File: src/rtl/mul_seq_pkg.sv
// Shared constants for the sequential add-based multiplier: FSM state encoding.
package mul_seq_pkg;

  localparam int ST_W = 2;

  typedef logic [ST_W-1:0] state_t;

  localparam state_t ST_IDLE = 2'd0;
  localparam state_t ST_CALC = 2'd1;
  localparam state_t ST_DONE = 2'd2;

endpackage

File: src/rtl/mul_cntr.sv
// Loadable down-counter holding the remaining number of additions.
module mul_cntr #(
  parameter int WIDTH = 16
) (
  input  logic             clk,
  input  logic             rst_n,
  input  logic             ld,
  input  logic             dec,
  input  logic [WIDTH-1:0] d,
  output logic             zero
);

  logic [WIDTH-1:0] cnt_reg;

  always_ff @(posedge clk or negedge rst_n) begin
    if (!rst_n) begin
      cnt_reg <= '0;
    end else if (ld) begin
      cnt_reg <= d;
    end else if (dec) begin
      cnt_reg <= cnt_reg - WIDTH'(1);
    end
  end

  assign zero = (cnt_reg == '0);

endmodule

File: src/rtl/mul_seq_add.sv
// Sequential unsigned multiplier by repeated addition with valid/ready handshakes.
// PWIDTH is expected to be at least WIDTH; narrower products wrap and raise ovf.
module mul_seq_add
  import mul_seq_pkg::*;
#(
  parameter int WIDTH    = 16,
  parameter int PWIDTH   = 2 * WIDTH,
  parameter int SWAP_MIN = 1
) (
  input  logic              clk,
  input  logic              rst_n,
  input  logic              in_valid,
  output logic              in_ready,
  input  logic [WIDTH-1:0]  a_in,
  input  logic [WIDTH-1:0]  b_in,
  output logic              out_valid,
  input  logic              out_ready,
  output logic [PWIDTH-1:0] product,
  output logic              ovf
);

  state_t state_reg, state_next;

  logic              ld;
  logic              dec;
  logic              cnt_zero;
  logic [WIDTH-1:0]  count_op;
  logic [WIDTH-1:0]  acc_op;
  logic [PWIDTH-1:0] acc_reg;
  logic [PWIDTH-1:0] p_reg;
  logic              ovf_reg;
  logic [PWIDTH:0]   sum;

  // On a tie the count operand is b_in; either choice gives the same count.
  generate
    if (SWAP_MIN != 0) begin : g_swap
      logic a_lt_b;
      assign a_lt_b   = (a_in < b_in);
      assign count_op = a_lt_b ? a_in : b_in;
      assign acc_op   = a_lt_b ? b_in : a_in;
    end else begin : g_noswap
      assign count_op = b_in;
      assign acc_op   = a_in;
    end
  endgenerate

  always_ff @(posedge clk or negedge rst_n) begin
    if (!rst_n) begin
      state_reg <= ST_IDLE;
    end else begin
      state_reg <= state_next;
    end
  end

  always_comb begin
    state_next = state_reg;
    case (state_reg)
      ST_IDLE: if (in_valid) state_next = ST_CALC;
      ST_CALC: if (cnt_zero) state_next = ST_DONE;
      ST_DONE: if (out_ready) state_next = ST_IDLE;
      default: state_next = ST_IDLE;
    endcase
  end

  always_comb begin
    in_ready  = 1'b0;
    out_valid = 1'b0;
    ld        = 1'b0;
    dec       = 1'b0;
    case (state_reg)
      ST_IDLE: begin
        in_ready = 1'b1;
        ld       = in_valid;
      end
      ST_CALC: dec = ~cnt_zero;
      ST_DONE: out_valid = 1'b1;
      default: ;
    endcase
  end

  mul_cntr #(
    .WIDTH(WIDTH)
  ) u_cntr (
    .clk  (clk),
    .rst_n(rst_n),
    .ld   (ld),
    .dec  (dec),
    .d    (count_op),
    .zero (cnt_zero)
  );

  // One extra bit catches the carry out of the product register.
  assign sum = {1'b0, p_reg} + {1'b0, acc_reg};

  always_ff @(posedge clk or negedge rst_n) begin
    if (!rst_n) begin
      acc_reg <= '0;
      p_reg   <= '0;
      ovf_reg <= 1'b0;
    end else if (ld) begin
      acc_reg <= PWIDTH'(acc_op);
      p_reg   <= '0;
      ovf_reg <= 1'b0;
    end else if (dec) begin
      p_reg   <= sum[PWIDTH-1:0];
      ovf_reg <= ovf_reg | sum[PWIDTH];
    end
  end

  assign product = p_reg;
  assign ovf     = ovf_reg;

endmodule

File: config.mk
export PLATFORM = sky130hd
export DESIGN_NAME = mul_seq_add
export DESIGN_NICKNAME = d
export VERILOG_FILES = /design/src/rtl/mul_seq_pkg.sv /design/src/rtl/mul_cntr.sv /design/src/rtl/mul_seq_add.sv
export SDC_FILE = /design/constraint.sdc
export NUM_CORES = 1
export LEC_CHECK = 0
export CORE_ASPECT_RATIO = 1.2
export CORE_MARGIN = 4
export CORE_UTILIZATION = 45
export CTS_BUF_LIST = sky130_fd_sc_hd__clkbuf_2
export DETAILED_ROUTE_END_ITERATION = 6
export PLACE_DENSITY = 0.78
export SYNTH_ARGS = -nofsm -noshare
export SYNTH_HDL_FRONTEND = slang
export SYNTH_SLANG_ARGS = --single-unit
File: constraint.sdc
create_clock -name clk -period 6.2 [get_ports clk]
set_input_delay 0.93 -clock clk [delete_from_list [all_inputs] [get_ports clk]]
set_output_delay 0.93 -clock clk [all_outputs]
set_load 0.1 [all_outputs]
==> run metrics <==
Synth cell types 70; root buf cell clkbuf_2; Top delay family on crit path simple AND/OR/NAND/NOR gates; max reg flops 32; H-tree levels 3; Async S/R FF share, synth 1.00; worst hold path startpoint ovf; Hold Path End ovf; Critical Path Stages 9; PortBufs 70; R2R depth 8; max_cap viols 0; Mapped Nets 625; initial antenna violation count 1; Antenna Violating Nets Remaining 0; DRC viols 0; clock transition at the registers of the reported paths 0.20 ns; routed wire length 13600 µm; Slew Limit Fails 0; row count 41; top cell type's share of synthesized area 0.348; main flop type after synthesis dfrtp_1; # hold bufs at CTS 0; Final Hold Violating Endpoints 0; EDFF count, synth 0; Vias/cell 6.26; Max VDD drop 0.0610 mV; post-cts sizing count 0; worst slew pin tran 0.973 ns; CP Max Fanout 21; via count 4641; CTS tree done; Final #Nets 676; Setup Viol. Count Final 0; critical path startpoint category input port; fin crit period 3.56 ns; Synth Register Bits 67; synthesized area 0.00482 mm²; initial core utilization 0.458; share of cells above drive strength 1 0.0589; CTS buffer count 9; CP dominant cell by count a21oi_1; vias in the first global route 4410; relative slew slack 0.350; CP Data Arrival Time 3.99 ns; die width 102 µm; Buffers & Inverters on Critical Path 2; worst hold stages 1; critical path type input port to register; Clock Sinks 67; top-count cell post-synth dfrtp_1; chip height 121 µm; Syn Area/Cell 8.68 µm²; Post-Syn Instances 555; global-route wire length before repair 21900 µm; Critical R2R Launch product[0]; r2r setup slk 3.30 ns; top cells by area, synth dfrtp_1 (35%), ha_1 (8.6%), o21ai_0 (4.2%); routability cong. 1.02; DR WL/cell 18.3 µm; pwr/cell area 135 mW/mm²; worst-case clock buffer depth 2; Leak 0.00233 µW; FMAX 281 MHz; Post-CTS Setup Bufs 0; final setup TNS 0 ns; Tcrit/Tclk final 0.574; global route overflow 0; reg2reg end product[28]; Critical Path, Cell by Cell clkdlybuf4s50_1 -> inv_1 -> ha_1 -> a21oi_1 -> o21ai_0 -> a21oi_1 -> nand2b_1 -> nand2_1 -> a311o_1; Tot GR Track Use 0.224; first-pass iteration count of the detailed router 5; top cells by count, synth dfrtp_1 (67), nand2_1 (40), o21ai_0 (40); DP HPWL 10000 µm; Area Growth Syn to Fin 16.4%; outcome complete, no violations; initial drt markers 305; post-synthesis sequential area ratio 0.348; Final Cell Area 0.00561 mm²; worst path required time 6.63 ns; clock latency at the later pin of the worst-skew pair 0.53 ns; dpl cell area 0.00552 mm²; yosys warns 0; Min-Delay Path Class register to register; Core Area 0.0105 mm²; crit-path max cell delay 0.71 ns; largest net degree at the start of global routing 68; Ports 71; slowest CP cell nand2b_1; DIE AREA 0.0124 mm²; RSZ-0062 raised after global routing no; CP endpoint kind register; leading area contributor after synthesis dfrtp_1; Clock Skew 0.0178 ns
-- power by group --
group / total, µW / switching, µW / internal, µW
combinational: 91.3 / 55.6 / 35.8
sequential: 438 / 0 / 438
clock: 231 / 177 / 54.0
total: 760 / 232 / 527
-- cells by family after synthesis --
| kind of cell | after synthesis | share of synthesized area |
|---|---|---|
| buffers and inverters | 63 | 0.0636 |
| flip-flops | 67 | 0.348 |
| AO/OA/AOI/OAI | 181 | 0.252 |
| multiplexers | 2 | 0.00415 |
| AND/OR/NAND/NOR | 184 | 0.199 |
| XOR/XNOR | 24 | 0.0436 |
| adder cells (fa/ha/maj) | 34 | 0.0898 |
-- worst max-delay path by stage --
stage	from	to	slack, ns
after floorplan	product[0]	product[22]	3.07
after global placement	b_in[5]	u_cntr.cnt_reg[5]	2.29
after detailed placement	b_in[5]	u_cntr.cnt_reg[0]	2.16
after CTS	b_in[5]	u_cntr.cnt_reg[0]	2.74
after global routing	b_in[5]	u_cntr.cnt_reg[0]	2.56
final	b_in[5]	u_cntr.cnt_reg[0]	2.64
-- layout by cell type (no fill, tap or decap), types with 11 or more instances in the layout --
| cell | instances |
|---|---|
| xor2_1 | 12 |
| a21oi_1 | 36 |
| inv_1 | 27 |
| nor3_1 | 11 |
| nand2_1 | 40 |
| ha_1 | 33 |
| o21ai_0 | 40 |
| xnor2_1 | 12 |
| a31oi_1 | 18 |
| a21o_1 | 13 |
| nand3_1 | 33 |
| o211ai_1 | 15 |
| nand4_1 | 12 |
| clkdlybuf4s50_1 | 69 |
| dfrtp_1 | 67 |
| nor2_1 | 37 |
-- cell type report --
cell class              count  area, µm²
repair buffers             76        741
fillers                   967       4910
multi-input cells         425       2840
inverters                  27        101
clock inverters             6       42.5
diodes                      1       2.50
flip-flops and latches     67       1680
clock buffers              10       50.0
well taps                 129        161
-- routing by layer --
metal  vias to the layer above  track usage  share of wire
met5                         -            0              0
met4                         0        0.115          0.042
met3                        45       0.0311          0.062
met2                       198        0.361           0.48
met1                      2206        0.290           0.42
li1                       2192            -              -
-- worst reg2reg max path: stages (launching register included) --
cell and delay, ns:
dfrtp_1 0.44, ha_1 0.23, fa_1 0.42, a21o_1 0.22, a221oi_2 0.50, o211a_1 0.25
o21a_1 0.43, o21ai_0 0.19, a21oi_1 0.15
-- per-stage QoR --
stage | power, µW | util | hold slack (ns) | setup slack, ns | cells
floorplan | 486 | - | 0.481 | 3.07 | 555
global placement | 533 | 0.524 | 0.476 | 2.29 | 724
detailed placement | 535 | 0.524 | 0.487 | 2.16 | 724
CTS | 759 | 0.533 | 0.528 | 2.74 | 740
global route | 790 | 0.533 | 0.548 | 2.56 | 741
finish | 760 | 0.533 | 0.523 | 2.64 | 741
No activity file was read; power rests on OpenSTA's default activity.
